--- src/rtl/fd_queue.sv ---
// fd_queue: DEPTH-entry fetch->decode FIFO with one-cycle flush and a mispredict-safe bubble PC
module fd_queue #(
  parameter int PC_W    = 13,
  parameter int INST_W  = 32,
  parameter int STATE_W = 2,
  parameter int DEPTH   = 2,
  parameter int FLUSH_N = 2
) (
  input  logic                     CLK,
  input  logic                     NRST,
  input  logic                     f_valid,
  output logic                     f_ready,
  input  logic [PC_W-1:0]          pcF,
  input  logic [INST_W-1:0]        instF,
  input  logic [STATE_W-1:0]       stateF,
  input  logic                     stall,
  input  logic [FLUSH_N-1:0]       flush,
  input  logic [PC_W-1:0]          nextpc,
  output logic                     validD,
  output logic [PC_W-1:0]          pcD,
  output logic [INST_W-1:0]        instD,
  output logic [STATE_W-1:0]       stateD,
  output logic [$clog2(DEPTH):0]   count
);
  localparam int AW = $clog2(DEPTH);
  localparam int CW = AW + 1;
  localparam int EW = PC_W + INST_W + STATE_W;
  logic [EW-1:0]   mem_q [DEPTH];
  logic [AW-1:0]   rd_q, rd_d, wr_q, wr_d;
  logic [CW-1:0]   cnt_q, cnt_d;
  logic [PC_W-1:0] bub_q, bub_d;
  logic [EW-1:0]   head;
  logic            fl, push, pop;
  assign fl      = |flush;
  assign f_ready = cnt_q < CW'(DEPTH);
  assign validD  = cnt_q != '0;
  assign push    = f_valid & f_ready;
  assign pop     = validD & ~stall;
  assign head    = mem_q[rd_q];
  assign pcD     = validD ? head[EW-1 -: PC_W] : bub_q;
  assign instD   = validD ? head[STATE_W +: INST_W] : '0;
  assign stateD  = validD ? head[STATE_W-1:0] : '0;
  assign count   = cnt_q;
  // bubble PC tracks the last consumed PC, or redirect-1, so ID never sees it as a mispredict
  always_comb begin
    rd_d  = fl ? '0 : rd_q + AW'(pop);
    wr_d  = fl ? '0 : wr_q + AW'(push);
    cnt_d = fl ? '0 : cnt_q + CW'(push) - CW'(pop);
    bub_d = fl ? nextpc - PC_W'(1) : pop ? head[EW-1 -: PC_W] : bub_q;
  end
  always_ff @(posedge CLK) begin
    if (!NRST) begin
      rd_q  <= '0;
      wr_q  <= '0;
      cnt_q <= '0;
      bub_q <= '1;
    end else begin
      rd_q  <= rd_d;
      wr_q  <= wr_d;
      cnt_q <= cnt_d;
      bub_q <= bub_d;
    end
  end
  always_ff @(posedge CLK) begin
    if (NRST && push && !fl) mem_q[wr_q] <= {pcF, instF, stateF};
  end
endmodule
--- config.mk ---
export PLATFORM = sky130hd
export DESIGN_NAME = fd_queue
export DESIGN_NICKNAME = d
export VERILOG_FILES = /design/src/rtl/fd_queue.sv
export SDC_FILE = /design/constraint.sdc
export NUM_CORES = 1
export LEC_CHECK = 0
export CORE_MARGIN = 2
export CORE_UTILIZATION = 50
export CTS_CLUSTER_DIAMETER = 50
export CTS_CLUSTER_SIZE = 12
export DETAILED_ROUTE_END_ITERATION = 10
export PLACE_DENSITY = 0.78
export RECOVER_POWER = 50
export SETUP_SLACK_MARGIN = 0.4
export SLEW_MARGIN = 10
export SYNTH_ARGS = -nofsm -noshare
export SYNTH_HDL_FRONTEND = slang
export SYNTH_SLANG_ARGS = --single-unit
--- constraint.sdc ---
create_clock -name CLK -period 12.8 [get_ports CLK]
set_input_delay 3.84 -clock CLK [delete_from_list [all_inputs] [get_ports CLK]]
set_output_delay 3.84 -clock CLK [all_outputs]
set_load 0.02 [all_outputs]
* Word level (Yosys, flattened, before mapping)
Memories as Yosys holds them, arrays and structs flattened. A register that Yosys moved wholly into a read port is not among the register bits. Cells that the tools add are included.
Storage, ports and cells: register bits after elaboration 17, input port bits 66, memories 1, logic and storage cells 30, bits in writable memories 94
Memories:
- mem_q | depth 2, width 47, rd ports 1, clocked after memory_dff 1, write ports 1, line 28 | logic [EW-1:0] mem_q [DEPTH];
Operators by class: order comparisons 1, add/sub/neg operators 5, reductions and logical operators 7, multiplexer cells 8, bitwise operators 4
Operators with widths (count):
- 2-to-1 mux 13 bit | 3
- 2-to-1 mux 32 bit | 1
- subtractor 13 x 1 -> 13 bit (second input constant) | 1
- nonzero test 2 bit | 2
- 2-to-1 mux 1 bit | 3
- OR reduction 3 bit | 1
- adder 1 bit | 2
- adder 2 x 1 -> 2 bit | 1
- bitwise AND 1 bit | 2
- logical AND 1 bit | 2
- less-than comparator 2 bit (second input constant) | 1
- 2-to-1 mux 2 bit | 1
- inverter 1 bit | 2
- OR reduction 2 bit | 1
- subtractor 2 x 1 -> 2 bit | 1
- zero test 1 bit | 1

* Longest topological paths before layout
Gate-level depths: netlist of the first run.
depth in word-level cells 6, gate-level depth with buffers 9

* Worst setup path after synthesis of the first run
Ideal clock, no wire load.
path kind input -> register, from in flush[1], to mem mem_q[0][0] (netlist bit) (enable), arrival time 7.452 ns, setup time 0.510 ns, data required time 12.290 ns, stages on the path 3, slack 4.839 ns, path through nor2_1 nand2_1 nor3_1
On the way: cells in the longest elaborated chain, start to end 5
RTL lines:
- from (decl) | line 17 | input logic [FLUSH_N-1:0] flush,
- OR reduction 2 bit | line 34 | assign fl = |flush;
- zero test 1 bit | line 65 | if (NRST && push && !fl) mem_q[wr_q] <= {pcF, instF, stateF};
- logical AND 1 bit | line 65
- 2-to-1 mux 1 bit | line 65
- 2-to-1 mux 1 bit (implied by the code) | line 65
- to (decl) | line 28
No other way between the ends.

* Final worst setup path of the first run
from in NRST, to mem mem_q[0][43] (netlist bit) (enable)
On the way: cells in the longest elaborated chain, start to end 4
RTL lines:
- from (decl) | line 10 | input logic NRST,
- logical AND 1 bit (2 in a row) | line 65
- 2-to-1 mux 1 bit | line 65
- 2-to-1 mux 1 bit (implied by the code) | line 65
No other way between the ends.

==> results of run 1 <==
[final timing paths]
kind / startpoint / end / slack (ns)
setup / recovery: NRST / mem_q[0][43] / 5.52
hold / removal: bub_q[6] / bub_q[6] / 0.56
setup reg to reg: count[1] / mem_q[0][43] / 9.57
hold reg to reg: bub_q[6] / bub_q[6] / 0.56
[registers in the layout, indices dropped and copies added (netlist names)]
register and flops:
count 2, rd_q 1, mem_q 94, wr_q 1, bub_q 13
[through the flow]
step	worst slack, ns	utilization, %
after floorplan	4.84	-
after global routing	5.28	68.4
after global placement	6.54	66.6
after CTS	6.10	68.6
final	5.52	68.4
after detailed placement	6.51	66.6
[worst register-to-register path, delay by kind of cell, from the launching register on]
kind | cells | cell delay [ns]
flip-flops | 1 | 0.36
AND/OR/NAND/NOR | 2 | 0.35
buffers and inverters | 2 | 2.04
[layer usage]
metal	share of wire, %	up-vias	track usage [%]	routed length [um]
met5	0	-	0	0
met4	0.62	0	6.01	57
met3	7.5	6	5.34	686
met2	45	133	26.7	4090
met1	47	1440	27.7	4340
li1	-	1462	-	-
[power groups by stage]
| stage | Clock [mW] | Combinational, mW | Sequential, mW |
|---|---|---|---|
| 2_1_floorplan | 0 | 0.0292 | 0.409 |
| 3_3_place_gp | 0 | 0.0694 | 0.409 |
| 3_5_place_dp | 0 | 0.0707 | 0.409 |
| 4_1_cts | 0.191 | 0.0711 | 0.401 |
| 5_1_grt | 0.203 | 0.0726 | 0.402 |
| 6_report | 0.186 | 0.0676 | 0.401 |
[layout by cell type (no fill, tap or decap), types with 2 or more instances in the layout]
cell             count
nor3_1               2
nand2_1             11
clkbuf_8            10
ha_1                 3
clkbuf_1             4
or4_1                3
dfxtp_1             16
nand3b_1             2
o31ai_1              5
clkinv_1             2
buf_4                3
o211ai_1            14
a311o_1              3
inv_1                6
nor2_1              57
a21oi_1             14
a211oi_1             3
mux2i_1             47
dlygate4sd3_1       53
edfxtp_1            94
or2_2                2
nor4_1               2
xnor2_1              8
clkdlybuf4s50_1     63
[kinds of logic after synthesis]
kind of cell / count (synthesis)
simple gates: 88
xor+xnor: 8
buf+inv: 25
flops: 111
compound gates: 46
fa+ha+maj: 3
mux: 47
[final cells by class]
class / count / area (um^2)
diodes: 1 / 2.50
fillers: 654 / 2770
flip-flops and latches: 111 / 3160
repair buffers: 121 / 1190
clock inverters: 4 / 30.0
inverters: 8 / 30.0
well taps: 108 / 135
multi-input cells: 192 / 1300
clock buffers: 12 / 145
==> impl_results.md, run 1 <==
* Outcome: finished, violations left
* Violated checks: max-capacitance violations, max-slew violations
* I/O pins at 117
* Post-DRT Antenna Nets at 0
* Crit-path max FO at 47
* Max clock buf depth at 2
* Horiz. Die Dim at between 90 and 100 um
* Slowest stage delay, CP at around 1.9 ns
* Pin count of the biggest net entering global routing at 49
* Sw power at around 0.14 mW
* Actual slew at the worst max-slew pin at between 2 and 3 ns
* RSZ-0062 raised after global routing: false
* Synthesis warning total at 0
* Sw Share at ~22%
* DR WL/cell at roughly 16 um
* Post-synth ARST share at 0%
* Final instance area at between 0.005 and 0.006 mm^2
* Tot Pwr at between 0.6 and 0.7 mW
* Final min period at 7.28 ns
* Internal power at around 0.5 mW
* H-tree Lvls at 3
* Proportion of netlist area held by the largest area contributor at between 60% and 70%
* VDD IR max at ~0.069 mV
* Most common cell in the netlist: edfxtp_1
* Synth Net Count at between 300 and 400
* Hold Path Depth at 2
* FF-to-FF path depth at 4
* Avg Cell Area, Syn at about 14 um^2
* Rel. slew slack at -78.2%
* Core ar. at just under 0.009 mm^2
* Comb power frac at roughly 10%
* CTS tree: built
* Post-CTS Setup Bufs at 0
* Setup TNS at 0 ns
* CTS Hold Bufs at 0
* Final setup viols at 0
* Critical Path Stages at 4
* Critical Path Slowest Stage Cell: clkbuf_1
* XOR/XNOR share of the synthesized area at 1.54%
* Gate Count Post-Synth at roughly 330
* Worst-path cell chain: dlygate4sd3_1, nand2_1, nor3_1, clkbuf_1
* Worst Path Arrival at approximately 7.2 ns
* Share of power burned in registers at between 60% and 70%
* Non-Filler Instances at 557
* Top delay family on crit path: buffers and inverters
* Slew Limit Fails at 96
* Synth Flop Type: edfxtp_1
* HPWL after detailed placement at 6.11 mm
* Vias per Instance at 5.46
* P per Cell Area at around 110 mW/mm^2
* Clk pwr share at between 20 and 30%
* Post-synth EDFFs at 94
* Kind of critical path: in2reg
* Adder-cell share of the synthesized area at less than 1%
* Post-synth top cells: 94 x edfxtp_1, 58 x nor2_1, 47 x mux2i_1
* # placed instances at between 500 and 600
* Final WL at just over 9 mm
* Hold Crit Class: reg2reg
* Synth area leaders: edfxtp_1 62%, mux2i_1 10%, dfxtp_1 7.5%
* First-pass GRT wire length at about 14 mm
* DRC violations left at 0
* DRT Pass-1 Iters at 4
* Clk_lat worst skew at 0.35 ns
* First DRT Iteration DRCs at 163
* Max-cap viol count at 2
* WP buf/inv at 2
* Number of buffers created by CTS at 9
* Vias at ~3000
* Compound-Gate Fraction of Synth Area at between 7 and 8%
* Vias in the first global route at just under 3000
* Area growth syn-to-layout at 31.5%
* Port Buffer Count at ~120
* Initial antenna violation count at 1
* Total GRT Usage at about a fifth
* Period utilization at a little under three fifths
* Register area share after synthesis at between 60% and 70%
* Post-Syn Area at between 0.004 and 0.005 mm^2
* Die Y at roughly 99 um
* Die Area at just under 0.01 mm^2
* Total congestion overflow at 0
* CP Capture Type: flop
* FP Rows at 34
* Quantity of gates resized following cts at 0
* Nets@finish at between 500 and 600
* Fmax achieved at between 100 and 150 MHz
* CTS Root Buffer Type: clkbuf_8
* Post-synthesis simple-gate area fraction at under 10%
* Hold slack final at roughly 0.56 ns
* Skew final at roughly 0.0082 ns
* Fraction of layout cells with a size suffix above 1 at about 5.6%
* Clock sinks at ~110
* Count of state elements after synthesis at 111
* Largest family of logic cells by synthesized area: multiplexers
* CP Launch Type: primary input
* LEAKAGE at approximately 1.9 nW
* Reg clk slew, reported paths at around 0.090 ns
* Synth area leader: edfxtp_1
* Count of different cell masters after synthesis at 37
* GP Congestion at roughly 0.83
* Data required, critical path at around 13 ns
* Placed Area at ~0.0058 mm^2
* Final hold vios at 0
* Starting density of the core at between 50% and 60%
* Multiplexer area fraction after synthesis at 10.3%
No activity file was read; power rests on OpenSTA's default activity.
==> run 2: changes to the inputs <==
Settings changed: CORE_UTILIZATION 50 to 44, PLACE_DENSITY 0.78 to 0.73.
Clock period 12.8 ns to 5.8 ns, I/O delays scaled along.
==> run 2 against run 1 <==
Die area increased by 13%. Critical endpoint is now pcD[3]. First-iteration DRC count decreased by 15%. The flow now finishes without violations. Global-route usage decreased by 1.2 points. Flip-flop and latch count unchanged. Hold slack improved by 0.0044 ns.
==> impl_results.md, run 2 (synthesized netlist as in run 1, its figures left out) <==
* GP Congestion at around 0.8
* Core ar. at 0.0102 mm^2
* CTS tree: built
* CP Launch Type: flop
* Commonest non-fill, non-tap cell in the layout: edfxtp_1
* Actual slew at the worst max-slew pin at approximately 1.0 ns
* Outcome: completed
* Post-DRT Antenna Nets at 0
* CTS Root Buffer Type: clkbuf_8
* Crit-path max FO at 35
* Data required, critical path at 4.06 ns
* Hold Crit Class: reg2reg
* Area growth syn-to-layout at 32.8%
* First-pass GRT wire length at 15.0 mm
* Post-CTS Setup Bufs at 0
* Port Buffer Count at 116
* # fillers at between 800 and 900
* Initial antenna violation count at 1
* FF-to-FF path depth at 8
* Period utilization at 79.9%
* Tot Pwr at 1.46 mW
* CTS Hold Bufs at 0
* Setup TNS at 0 ns
* Vias in the first global route at between 3000 and 4000
* Clk_lat worst skew at between 0.3 and 0.4 ns
* Met1 Wirelength at 4.20 mm
* I/O pins at 117
* Number of buffers created by CTS at 9
* RSZ-0062 raised after global routing: false
* Skew final at about 0.011 ns
* Horiz. Die Dim at between 100 and 150 um
* Placed Area at approximately 0.006 mm^2
* Kind of critical path: reg2out
* Rel. slew slack at around 31%
* Routed wl met3 at approximately 730 um
* Vias at roughly 3000
* Starting density of the core at between 40% and 50%
* Max-cap viol count at 0
* Quantity of gates resized following cts at 0
* DRC violations left at 0
* Fmax achieved at about 220 MHz
* Total GRT Usage at ~17%
* Final setup viols at 0
* Hold Path Depth at 2
* Met2 wire length at ~4.4 mm
* FP Rows at 37
* VDD IR max at approximately 0.13 mV
* Most flops, register: mem_q
* Setup ws final at ~1.2 ns
* LEAKAGE at about 1.9 nW
* DRT Pass-1 Iters at 4
* Worst slack, placed at approximately 1.6 ns
* R2r endpoint: count[1]
* H-tree Lvls at 3
* Die Y at 106 um
* Critical Path Start: count[1]
* Worst R2R Start: count[1]
* Clock sinks at 111
* DR WL/cell at 16.1 um
* Nets@finish at around 500
* Reg clk slew, reported paths at around 0.10 ns
* Slew Limit Fails at 0
* Max clock buf depth at 2
* HPWL after detailed placement at 6.39 mm
* CP Capture Type: output port
* Final hold vios at 0
* Commonest cells after routing, fill and taps aside: 94 x edfxtp_1, 63 x clkdlybuf4s50_1, 57 x nor2_1
* Final instance area at roughly 0.0061 mm^2
* Max FFs per register at 94
* Total congestion overflow at 0
* Vias per Instance at around 5.1
* Hold EP: bub_q[2]
* Final min period at 4.63 ns
* Reg2Reg Setup Slack at between 3 and 4 ns
* Worst Path Arrival at ~2.9 ns
* Final WL at about 9.5 mm
* First DRT Iteration DRCs at about 140
* Pin count of the biggest net entering global routing at 36
* Min-delay src: bub_q[2]
* P per Cell Area at approximately 240 mW/mm^2
* Uppermost routed layer: met4
* Fraction of layout cells with a size suffix above 1 at under 10%
* Die Area at between 0.01 and 0.015 mm^2
run 2: layout make-up:
class                   count  area [um^2]  share of cell area (%)
diodes                      1         2.50                  0.0413
clock buffers              11          141                    2.34
clock inverters             5         42.5                   0.703
inverters                   8         30.0                   0.496
multi-input cells         192         1300                    21.4
flip-flops and latches    111         3160                    52.3
well taps                 136          170                    2.81
repair buffers            123         1210                    19.9
run 2: critical path, cell delays in order, from the launching register on:
cell	delay, ns
dfxtp_1	0.35
nor2_2	0.10
buf_4	0.36
clkinv_1	0.67
a21oi_1	0.37
clkdlybuf4s50_1	0.67
run 2: how the worst max path moves through the flow:
stage | to | cells past startpoint | slack (ns)
after floorplan | mem_q[0][0] | 3 | -0.06
after global placement | count[1] | 9 | 1.65
after detailed placement | pcD[3] | 5 | 1.59
after CTS | pcD[3] | 5 | 1.14
after global routing | pcD[4] | 5 | 0.98
final | pcD[3] | 5 | 1.17
run 2: where the power goes:
group | leakage [nW] | internal [mW] | switching (mW)
Combinational | 0.827 | 0.0768 | 0.0723
Sequential | 0.991 | 0.879 | 0.00626
Clock | 0.0901 | 0.172 | 0.258
run 2: layer usage:
layer | GRT usage [%] | up-vias
li1 | - | 1465
met1 | 22.4 | 1424
met2 | 28.4 | 110
met3 | 4.70 | 11
met4 | 6.48 | 0
met5 | 0 | -
run 2: stage by stage:
stage	cells	util (%)	hold WS (ns)
floorplan	328	-	0.495
CTS	586	59.6	0.563
global route	587	59.4	0.590
detailed placement	570	57.8	0.531
global placement	570	57.8	0.531
finish	587	59.4	0.566
